[src/rtl/dmem_port_ctrl.sv]
// ----------------------------------------------------------------------------
// dmem_port_ctrl
//
// Load/store port controller sitting between the CPU datapath and the 256x16
// synchronous DataMemory. It takes one request at a time over a valid/ready
// handshake and drives the memory's address/data/wren from registers. It also
// absorbs the memory read latency (1 or 2 cycles) and returns a one-cycle
// response pulse carrying read data and an out-of-range flag.
//
// Parameters
//   ADDR_W   request / memory address width
//   DATA_W   data word width
//   DEPTH    number of implemented words; addresses >= DEPTH are out of range
//   MEM_LAT  DataMemory read latency in cycles (1 or 2)
//
// Ports
//   clock       single clock, rising edge
//   reset       asynchronous, active-high
//   req_valid   request present
//   req_ready   controller idle and able to accept a request
//   req_we      1 = write, 0 = read
//   req_addr    word address
//   req_wdata   write data
//   resp_valid  one-cycle response pulse (no backpressure)
//   resp_rdata  read data; 0 for writes and out-of-range requests
//   resp_err    request address was out of range
//   address     to DataMemory address
//   data        to DataMemory data
//   wren        to DataMemory wren (one cycle per in-range write)
//   q           from DataMemory q
//
// Build option
//   DMEM_PORT_FWD_EN  when defined, adds a one-entry store-forward buffer that
//                     returns the last in-range write's data to a matching
//                     read without touching the memory.
// ----------------------------------------------------------------------------
module dmem_port_ctrl #(
    parameter int ADDR_W  = 16,
    parameter int DATA_W  = 16,
    parameter int DEPTH   = 256,
    parameter int MEM_LAT = 1
) (
    input  logic              clock,
    input  logic              reset,
    input  logic              req_valid,
    output logic              req_ready,
    input  logic              req_we,
    input  logic [ADDR_W-1:0] req_addr,
    input  logic [DATA_W-1:0] req_wdata,
    output logic              resp_valid,
    output logic [DATA_W-1:0] resp_rdata,
    output logic              resp_err,
    output logic [ADDR_W-1:0] address,
    output logic [DATA_W-1:0] data,
    output logic              wren,
    input  logic [DATA_W-1:0] q
);

    typedef enum logic [1:0] {
        IDLE    = 2'd0,
        ISSUE   = 2'd1,
        WAIT    = 2'd2,
        CAPTURE = 2'd3
    } state_t;

    // One extra bit so a DEPTH equal to 2**ADDR_W still compares correctly.
    localparam logic [ADDR_W:0] DEPTH_LIM = (ADDR_W + 1)'(DEPTH);

    state_t            state;
    state_t            state_nxt;

    logic              accept;
    logic              in_range;
    logic              fwd_hit;
    logic [DATA_W-1:0] fwd_rdata;

    // Attributes of the accepted request, used while it is in flight.
    logic              we_p1;
    logic              err_p1;
    logic              fwd_p1;

    logic              issue_resp;
    logic              capture_resp;

    assign req_ready = (state == IDLE);
    assign accept    = req_valid && req_ready;
    assign in_range  = ({1'b0, req_addr} < DEPTH_LIM);

`ifdef DMEM_PORT_FWD_EN
    logic              fwd_valid;
    logic [ADDR_W-1:0] fwd_addr;
    logic [DATA_W-1:0] fwd_data;

    always_ff @(posedge clock or posedge reset) begin
        if (reset) begin
            fwd_valid <= 1'b0;
        end else if (accept && req_we && in_range) begin
            fwd_valid <= 1'b1;
        end
    end

    // Buffer contents are qualified by fwd_valid, so they need no reset.
    always_ff @(posedge clock) begin
        if (accept && req_we && in_range) begin
            fwd_addr <= req_addr;
            fwd_data <= req_wdata;
        end
    end

    // The range check gates the hit so an out-of-range read reports an error
    // even if its low bits happen to match the buffered address.
    assign fwd_hit   = fwd_valid && in_range && !req_we && (req_addr == fwd_addr);
    assign fwd_rdata = fwd_data;
`else
    assign fwd_hit   = 1'b0;
    assign fwd_rdata = '0;
`endif

    // ---- State register ----
    always_ff @(posedge clock or posedge reset) begin
        if (reset) begin
            state <= IDLE;
        end else begin
            state <= state_nxt;
        end
    end

    // ---- Next state and response strobes ----
    always_comb begin
        state_nxt    = state;
        issue_resp   = 1'b0;
        capture_resp = 1'b0;
        case (state)
            IDLE: begin
                if (accept) begin
                    state_nxt = ISSUE;
                end
            end
            ISSUE: begin
                // Writes, errors and forwarded reads need nothing from q.
                if (we_p1 || err_p1 || fwd_p1) begin
                    state_nxt  = IDLE;
                    issue_resp = 1'b1;
                end else if (MEM_LAT == 2) begin
                    state_nxt = WAIT;
                end else begin
                    state_nxt = CAPTURE;
                end
            end
            WAIT: begin
                state_nxt = CAPTURE;
            end
            CAPTURE: begin
                state_nxt    = IDLE;
                capture_resp = 1'b1;
            end
            default: begin
                state_nxt = IDLE;
            end
        endcase
    end

    // ---- Request latch (accept cycle -> ISSUE) ----
    always_ff @(posedge clock or posedge reset) begin
        if (reset) begin
            we_p1  <= 1'b0;
            err_p1 <= 1'b0;
            fwd_p1 <= 1'b0;
        end else if (accept) begin
            we_p1  <= req_we;
            err_p1 <= !in_range;
            fwd_p1 <= fwd_hit;
        end
    end

    // ---- Memory-side registers ----
    // wren is loaded only on accept and cleared on every other edge, so it is
    // high exactly for the ISSUE cycle. The asynchronous reset drops it at
    // once, so a write cut off mid-ISSUE never reaches the memory edge.
    always_ff @(posedge clock or posedge reset) begin
        if (reset) begin
            address <= '0;
            data    <= '0;
            wren    <= 1'b0;
        end else begin
            wren <= accept && req_we && in_range;
            if (accept && !fwd_hit) begin
                address <= req_addr;
                data    <= req_wdata;
            end
        end
    end

    // ---- Response registers ----
    // resp_rdata holds between responses so it stays stable through the pulse.
    always_ff @(posedge clock or posedge reset) begin
        if (reset) begin
            resp_valid <= 1'b0;
            resp_err   <= 1'b0;
            resp_rdata <= '0;
        end else begin
            resp_valid <= issue_resp || capture_resp;
            resp_err   <= issue_resp && err_p1;
            if (issue_resp) begin
                resp_rdata <= fwd_p1 ? fwd_rdata : '0;
            end else if (capture_resp) begin
                resp_rdata <= q;
            end
        end
    end

endmodule

[config.mk]
export PLATFORM = sky130hd
export DESIGN_NAME = dmem_port_ctrl
export DESIGN_NICKNAME = d
export VERILOG_FILES = /design/src/rtl/dmem_port_ctrl.sv
export SDC_FILE = /design/constraint.sdc
export NUM_CORES = 1
export LEC_CHECK = 0
export BUFFER_PORTS_ARGS = -buffer_cell sky130_fd_sc_hd__buf_2
export CORE_UTILIZATION = 46
export CTS_CLUSTER_DIAMETER = 200
export DETAILED_ROUTE_END_ITERATION = 7
export PLACE_DENSITY = 0.81
export SLEW_MARGIN = 25
export SYNTH_ARGS = -nofsm -noshare
export SYNTH_HDL_FRONTEND = slang
export SYNTH_SLANG_ARGS = --single-unit
[constraint.sdc]
create_clock -name clock -period 2.2 [get_ports clock]
set_input_delay 0.44 -clock clock [delete_from_list [all_inputs] [get_ports clock]]
set_output_delay 0.44 -clock clock [all_outputs]
set_load 0.03 [all_outputs]
==> reports/metrics.cfg, run 1 <==
[route]
drt-wirelength-per-cell_um=14.9
dr_total_vias=1392
drc=0
drt_first_iter_violations=65
vias_per_cell=4.90
first_pass_iters=8
wl_um=4240
ant_nets=0

[pwr]
total_power_mw=5.11
power_density_nw_per_um2=1790
p_leak_nw=1.50
vdd_drop_max_v=0.000929

[critical_path]
critPathRequiredTime_ns=1.76
setup.worst_path.end_class=output port
start_kind=flip-flop
critPathKind=reg2out
crit_arrival_ns=1.21
crit_fanout=5

[grt]
grt_pass1_vias=1423
grt_pass1_wl_um=6760
globalRouteOverflowTotal=0
antenna_found_initial=0
grtUsageTotal_pct=17.7
grt_start_max_net_pins=56

[clock_tree]
path_clk_slew_ns=0.10
cts_resized=0
postCtsSetupBuffers=0
postCtsHoldBufs=0
clockBufferDepth=2
cts_htree_levels=2
cts-root-buf=clkbuf_8
cts_buffers=5
cts_tree=built
cts_num_sinks=55
clk_latency_ns=0.31

[placement]
hpwl_um=3050
gp_congestion=0.767
placed_area_um2=2720
port_buffers=103
pre_cts_slack_ns=0.675

[synthesis]
synth_area_leaders=dfrtp_1, mux2_4, a22o_1
synth.cell_area_um2=2190
netlist.area_leader.share_pct=62.9
synth_edf_count=0
yosys_warnings=0
synth_top_area_cell=dfrtp_1
ys_ff_latch=55
synth_cell_type_count=20
synth_common_cells=dfrtp_1, mux2_4, a22o_1
yosysMostFrequentCell=dfrtp_1
ys_seq_area_share_pct=62.9
syn_avg_cell_area_um2=17.4
synthesis.nets=178
syn_inst=126
synth_ff_type=dfrtp_1
async_reset_ff_share_pct=100

[flow_run]
maxCapViolCount=0

[timing]
tns_ns=0
setup_viol=0
min_period_ns=1.65
hold_viol_final=0
rsz0062_at_grt=false
maxSlewHeadroom_pct=51.8
period_share_pct=75.1
tightest_slew_ns=0.723
clock_skew_ns=0.00933
maxSlewViolCount=0
fin_ws_ns=0.549
clock.fmax_mhz=606

[cells_and_area]
design_area_um2=2860
area_growth_pct=30.5
antennaDiodeCount=0
final_nets=283
drive_gt1_share_pct=65.9
fin_util_pct=63.9
nFillCells=349

[floorplan]
start_util_pct=48.9
num_io_pins=104
die-area_um2=5040
die_h_um=71.0
dieWidth_um=71.0
row_count=24
coreArea_um2=4470

[outcome]
status=complete, no violations

[hold_path]
hold_class=in2async

## power breakdown
part	switching (mW)	internal, mW	total [mW]
clock network	0.313	0.453	0.767
logic	1.54	1.01	2.55
registers	0.287	1.51	1.79
total	2.14	2.97	5.11
## kinds of logic after synthesis
kind of cell           share of synthesized area, %
flip-flops                                     62.9
AND/OR/NAND/NOR                                3.43
multiplexers                                   21.4
buffers and inverters                          4.69
AO/OA/AOI/OAI                                  7.60
## registers in the layout (all words and copies together) (netlist names)
| name | cells |
|---|---|
| address | 16 |
| data | 16 |
| err_p1 | 1 |
| resp_err | 1 |
| resp_rdata | 16 |
| resp_valid | 1 |
| state | 2 |
| we_p1 | 1 |
| wren | 1 |
## metrics by stage
step	hold slack, ns	instances
finish	0.167	284
global route	0.198	284
global placement	0.483	276
floorplan	0.543	126
detailed placement	0.487	276
CTS	0.173	284
## cell usage in the layout, fill, tap and decap left out
| master | instances |
|---|---|
| a21oi_1 | 1 |
| a22o_1 | 16 |
| and2_2 | 1 |
| and3_1 | 1 |
| and3b_2 | 1 |
| buf_12 | 2 |
| buf_2 | 103 |
| bufinv_16 | 2 |
| clkbuf_8 | 5 |
| clkinvlp_4 | 1 |
| dfrtp_1 | 55 |
| inv_2 | 2 |
| mux2_2 | 7 |
| mux2_4 | 26 |
| nor2_1 | 3 |
| nor2_2 | 1 |
| nor3b_4 | 1 |
| o31ai_4 | 1 |
| or2_1 | 1 |
| or4_1 | 2 |
## worst max-delay path, stage by stage (launching register included)
cell and delay (ns):
dfrtp_1 0.47, nor2_1 0.20, buf_2 0.23
## layout make-up
cell class              instances  area [µm²]  share of cell area (%)
flip-flops and latches         55        1380                    48.2
clock inverters                 3        67.6                    2.36
multi-input cells              62         717                    25.1
clock buffers                   5        68.8                    2.41
repair buffers                105         556                    19.4
well taps                      52        65.1                    2.28
inverters                       2        7.51                   0.263
## per-layer routing
metal | vias to the layer above | global-route usage (%) | routed length [µm]
met5 | - | 0 | 0
li1 | 658 | - | -
met3 | 8 | 3.70 | 190
met4 | 0 | 6.89 | 60
met2 | 45 | 31.0 | 2180
met1 | 681 | 21.7 | 1800
## worst paths after layout
kind | start | to | slack (ns) | depth (start not counted)
setup / recovery | state[0] | req_ready | 0.55 | 2
hold / removal | reset | address[2] | 0.17 | 3
setup reg to reg | state[0] | address[6] | 0.67 | 3
hold reg to reg | resp_rdata[12] | resp_rdata[12] | 0.51 | 1
max in group asynchronous | reset | we_p1 | 1.80 | 3
min in group clock | q[5] | resp_rdata[5] | 0.34 | 2
Power figures use the tool's default switching activity.
==> run 2, diff against run 1 <==
--- a/config.mk
+++ b/config.mk
@@ -6,10 +6,10 @@
 export NUM_CORES = 1
 export LEC_CHECK = 0
 export BUFFER_PORTS_ARGS = -buffer_cell sky130_fd_sc_hd__buf_2
-export CORE_UTILIZATION = 46
+export CORE_UTILIZATION = 41
 export CTS_CLUSTER_DIAMETER = 200
 export DETAILED_ROUTE_END_ITERATION = 7
-export PLACE_DENSITY = 0.81
+export PLACE_DENSITY = 0.77
 export SLEW_MARGIN = 25
 export SYNTH_ARGS = -nofsm -noshare
 export SYNTH_HDL_FRONTEND = slang
==> constraint.sdc (replaced) <==
create_clock -name clock -period 1.4 [get_ports clock]
set_input_delay 0.28 -clock clock [delete_from_list [all_inputs] [get_ports clock]]
set_output_delay 0.28 -clock clock [all_outputs]
set_load 0.03 [all_outputs]
==> run 2 against run 1 <==
Effect of this change: global-route usage shrank 1.6 points; sequential power grew 57%; first-iteration DRC count shrank 38%; largest cell class unchanged; final cell count increased by 8.5%; register-to-register slack got worse by 0.67 ns; largest power group unchanged; clock skew decreased by 0.0033 ns; setup slack got worse by 0.55 ns; flip-flop and latch count unchanged; wire length up 4.5%.
==> reports/metrics.cfg, run 2 (synthesis results as in run 1) <==
[outcome]
status=complete, no violations

[pwr]
seqPwrFrac_pct=34.8  ; -0.3 points
p_sw_mw=3.46  ; +62%
power_density_nw_per_um2=2740  ; +53%
total_power_mw=8.06  ; +58%
clkPwrFrac_pct=11.3  ; -3.7 points
combPwrFrac_pct=53.8  ; +3.9 points
netSwitchingFraction_pct=43.0  ; +1.1 points
p_leak_nw=1.54  ; +2.4%
vdd_drop_max_v=0.00148  ; +59%
internal-power_mw=4.59  ; +55%

[timing]
min_period_ns=1.40
clock.fmax_mhz=716
hold_viol_final=0  ; unchanged
period_share_pct=99.8
tightest_slew_ns=0.411  ; -0.312 ns
maxSlewHeadroom_pct=72.6  ; +21 points
rsz0062_at_grt=true
holdWs_ns=0.0321  ; -0.135 ns
maxSlewViolCount=0  ; unchanged
clock_skew_ns=0.00608  ; -0.00326 ns
setup_viol=0  ; unchanged

[route]
ant_nets=0  ; unchanged
drc=0  ; unchanged
wl_um=4430  ; +4.5%
vias_per_cell=4.64  ; -5.3%
drt_first_iter_violations=40  ; -38%
first_pass_iters=4  ; -4
dr_total_vias=1430  ; +2.7%
drt-wirelength-per-cell_um=14.4  ; -3.7%

[placement]
hpwl_um=3210  ; +5.5%
gp_congestion=0.741  ; -3.3%
placed_area_um2=2790  ; +2.3%
port_buffers=103  ; unchanged
dpl.cell_count=299  ; +8.3%

[floorplan]
start_util_pct=42.6  ; -6.3 points
coreArea_um2=5140  ; +15%
die-area_um2=5640  ; +12%
die_h_um=75.1  ; +5.8%
num_io_pins=104  ; unchanged
row_count=26  ; +8.3%
dieWidth_um=75.1  ; +5.8%

[hold_path]
hold_class=in2async

[cells_and_area]
final_common_cell=buf_2
fin_util_pct=57.2  ; -6.7 points
design_area_um2=2940  ; +2.8%
final_nets=289  ; +2.1%
top_regs=address: 16 flops, data: 16 flops, resp_rdata: 16 flops
area_growth_pct=34.2
final_cell_mix=buf_2, dfrtp_1, mux2_4
final_cells=308  ; +8.5%
drive_gt1_share_pct=67.2  ; +1.3 points
nFillCells=455  ; +30%
antennaDiodeCount=0  ; unchanged

[flow_run]
maxCapViolCount=0  ; unchanged

[grt]
grt_start_max_net_pins=34  ; -39%
antenna_found_initial=0  ; unchanged
grt_pass1_vias=1418  ; -0.35%
grtUsageTotal_pct=16.1  ; -1.6 points
grt_pass1_wl_um=6690  ; -0.92%
globalRouteOverflowTotal=0  ; unchanged

[critical_path]
critPathKind=reg2reg
crit_path_cell_trace=nor3b_4, buf_12, mux2_4
crit_arrival_ns=1.58  ; +0.37 ns
critPathRequiredTime_ns=1.58  ; -0.18 ns
rrSetupSlack_ns=0.003  ; -0.67 ns
crit_fanout=25  ; +20
slowest_delay_ns=0.43  ; -0.04 ns
reg2regPathDepth=3  ; unchanged
setup.worst_path.end_class=flip-flop
start_kind=flip-flop
reg2reg_to=address[4]
cp_slowest_cell=dfrtp_1
crit-reg2reg-launch=state[0]

[clock_tree]
cts_num_sinks=55  ; unchanged
cts_buffers=5  ; unchanged
clk_latency_ns=0.30  ; about the same
cts_htree_levels=2  ; unchanged
path_clk_slew_ns=0.09  ; about the same
clockBufferDepth=2  ; unchanged
cts-root-buf=clkbuf_8
postCtsHoldBufs=0  ; unchanged
cts_tree=built

[run 2: routing by layer]
metal,GRT usage [%],share of wire (%)
met5,0,0
met4,3.98,0.50
met3,5.49,5.3
met2,27.7,52
met1,19.5,42
[run 2: timing repair]
item	in CTS	in global routing
pin swaps	0	1
buffers inserted	0	1
resized for setup	10	3
setup endpoints to repair	11	24
[run 2: worst max-delay path by stage]
stage,from,endpoint,slack [ns]
after floorplan,state[0],address[0],0.04
after global placement,state[0],address[7],0.007
after detailed placement,state[0],address[6],-0.03
after CTS,state[0],req_ready,-0.04
after global routing,state[1],req_ready,-0.06
final,state[0],address[4],0.003
[run 2: critical path, delay by kind of cell, from the launching register on]
family	cells	cell delay (ns)
muxes	1	0.32
and+or+nand+nor	1	0.28
buffers and inverters	1	0.25
DFF	1	0.43
[run 2: area by class of cell]
class | count | area, µm² | area share, %
Sequential cell | 55 | 1380 | 46.8
Multi-Input combinational cell | 62 | 747 | 25.4
Timing Repair Buffer | 111 | 618 | 21.0
Tap cell | 70 | 87.6 | 2.98
Clock buffer | 6 | 82.6 | 2.81
Clock inverter | 2 | 16.3 | 0.553
Inverter | 2 | 11.3 | 0.383
[run 2: power by group through the flow]
| stage | clock, mW | sequential [mW] | combinational, mW |
|---|---|---|---|
| 3_3_place_gp | 0 | 2.79 | 4.13 |
| 3_5_place_dp | 0 | 2.82 | 4.19 |
| 4_1_cts | 0.942 | 2.80 | 4.32 |
| 5_1_grt | 1.00 | 2.91 | 4.57 |
| 6_report | 0.913 | 2.81 | 4.34 |
| 2_1_floorplan | 0 | 4.30 | 1.60 |
[run 2: per-stage QoR]
step | setup WS, ns | setup TNS (ns)
6_report | 0.00319 | 0
4_1_cts | -0.0389 | -0.0389
2_1_floorplan | 0.0417 | 0
5_1_grt | -0.0571 | -0.702
3_5_place_dp | -0.0292 | -0.0563
3_3_place_gp | 0.00706 | 0
==> run 3, diff against run 2 <==
--- a/config.mk
+++ b/config.mk
@@ -9,7 +9,10 @@
 export CORE_UTILIZATION = 41
 export CTS_CLUSTER_DIAMETER = 200
 export DETAILED_ROUTE_END_ITERATION = 7
+export MAX_ROUTING_LAYER = met4
 export PLACE_DENSITY = 0.77
+export REMOVE_ABC_BUFFERS = 1
+export SKIP_CTS_REPAIR_TIMING = 1
 export SLEW_MARGIN = 25
 export SYNTH_ARGS = -nofsm -noshare
 export SYNTH_HDL_FRONTEND = slang
==> run 3 against run 2 <==
Effect of this change: the run now ends with hold timing left; critical path depth up 1; wire length up 4.2%; sequential share of layout area down 1.9 points; clock power is 6.9% higher; design area grew 4.3%; total power up 3.9%; flip-flop and latch count is the same; fmax down 0.13%; hold slack lost 0.034 ns; first-iteration DRC count down 57%; critical endpoint is now data[7]; largest cell class unchanged.
==> reports/metrics.cfg, run 3 (synthesis results as in run 1) <==
[outcome]
status=finished with violations
violations=hold timing

[clock_tree]
path_clk_slew_ns=0.09  ; about the same
cts_htree_levels=2  ; unchanged
cts_buffers=5  ; unchanged
cts_num_sinks=55  ; unchanged
cts-root-buf=clkbuf_8
clockBufferDepth=2  ; unchanged
cts_tree=built
clk_latency_ns=0.30  ; about the same

[cells_and_area]
drive_gt1_share_pct=67.5  ; +0.26 points
final_nets=295  ; +2.1%
antennaDiodeCount=0  ; unchanged
final_cells=313  ; +1.6%
nFillCells=411  ; -9.7%
final_cell_mix=buf_2, dfrtp_1, mux2_4
multi_input_area_um2=751  ; +0.50%
regArea_um2=1380  ; unchanged
final_common_cell=buf_2
fin_util_pct=59.6  ; +2.5 points
area_growth_pct=40.0
top_regs=address: 16 flops, data: 16 flops, resp_rdata: 16 flops

[floorplan]
start_util_pct=42.6  ; unchanged
coreArea_um2=5140  ; unchanged
row_count=26  ; unchanged
num_io_pins=104  ; unchanged
dieWidth_um=75.1  ; unchanged
die_h_um=75.1  ; unchanged
die-area_um2=5640  ; unchanged

[critical_path]
crit_arrival_ns=1.58  ; about the same
crit_fanout=8  ; -68%
reg2regPathDepth=4  ; +1
critPathRequiredTime_ns=1.59  ; about the same
setup.worst_path.end_class=flip-flop
start_kind=flip-flop
critPathKind=reg2reg

[timing]
clock_skew_ns=0.0103  ; +0.00426 ns
rsz0062_at_grt=true
holdWs_ns=-0.00161  ; -0.0337 ns
setup_viol=0  ; unchanged
maxSlewViolCount=0  ; unchanged
clock.fmax_mhz=715  ; -0.13%
tightest_slew_ns=0.307  ; -0.104 ns
period_share_pct=99.9  ; +0.13 points
min_period_ns=1.40  ; +0.00187 ns
maxSlewHeadroom_pct=79.6  ; +6.9 points
hold_viol_final=1  ; +1

[pwr]
internal-power_mw=4.89  ; +6.5%
p_sw_mw=3.48  ; +0.41%
vdd_drop_max_v=0.00126  ; -15%
power_density_nw_per_um2=2730  ; -0.40%
p_leak_nw=1.60  ; +4.3%
clkPwrFrac_pct=11.7  ; +0.4 points
combPwrFrac_pct=54.6  ; +0.8 points
netSwitchingFraction_pct=41.6  ; -1.4 points
seqPwrFrac_pct=33.7  ; -1.1 points

[route]
first_pass_iters=4  ; unchanged
wl_um=4610  ; +4.2%
drc=0  ; unchanged
drt_first_iter_violations=17  ; -57%
vias_per_cell=4.73  ; +1.8%
drt-wirelength-per-cell_um=14.7  ; +2.5%
dr_total_vias=1479  ; +3.4%
ant_nets=0  ; unchanged

[grt]
grtUsageTotal_pct=15.5  ; -0.60 points
grt_pass1_vias=1371  ; -3.3%
grt_pass1_wl_um=6200  ; -7.3%
antenna_found_initial=0  ; unchanged
globalRouteOverflowTotal=0  ; unchanged
grt_start_max_net_pins=56  ; +65%

[hold_path]
hold_class=in2async

[placement]
gp_congestion=0.687  ; -7.3%
hpwl_um=2990  ; -6.9%
dpl.cell_count=298  ; -0.33%
port_buffers=103  ; unchanged

[flow_run]
maxCapViolCount=0  ; unchanged

[run 3: worst paths after layout]
kind	from	end	slack, ns
min reg2reg	resp_rdata[4]	resp_rdata[4]	0.51
max	state[1]	data[7]	0.001
max reg2reg	state[1]	data[7]	0.001
min	reset	data[9]	-0.002
max in group asynchronous	reset	resp_rdata[5]	1.13
min in group clock	q[9]	resp_rdata[9]	0.20
[run 3: power by group through the flow]
stage	Combinational [mW]	Clock (mW)	Sequential [mW]
after global placement	4.09	0	2.80
after detailed placement	4.17	0	2.80
after CTS	4.16	1.01	2.80
final	4.57	0.976	2.82
after global routing	4.86	1.07	2.93
after floorplan	1.44	0	4.30
[run 3: metrics by stage]
stage	instance area (µm²)	power (mW)	hold WS, ns	setup WS [ns]	setup TNS (ns)
6_report	3070	8.37	-0.00161	0.00132	0
3_5_place_dp	2770	6.97	0.354	-0.0223	-0.0915
5_1_grt	3070	8.86	0.0424	-0.0423	-0.408
4_1_cts	2880	7.97	0.0253	-0.158	-0.269
2_1_floorplan	2090	5.73	0.413	-1.64	-67.98
3_3_place_gp	2770	6.89	0.347	0.0153	0
[run 3: layout make-up]
class	instances	share of cell area, %
Sequential cell	55	44.9
Multi-Input combinational cell	62	24.5
Timing Repair Buffer	117	24.2
Tap cell	70	2.86
Clock buffer	6	2.37
Clock inverter	1	0.980
Inverter	2	0.245
[run 3: layer usage]
| layer | track usage, % | share of wire, % | vias to the layer above |
|---|---|---|---|
| met5 | - | 0 | - |
| met3 | 3.21 | 5.2 | 4 |
| met4 | 5.66 | 0.78 | 0 |
| met1 | 19.9 | 44 | 725 |
| li1 | - | - | 680 |
| met2 | 24.4 | 50 | 70 |
[run 3: worst max-delay path, cell delays in order (launching register included)]
cell and delay [ns]:
dfrtp_1 0.42, nor3b_4 0.24, buf_12 0.17, clkbuf_16 0.17, mux2_4 0.29
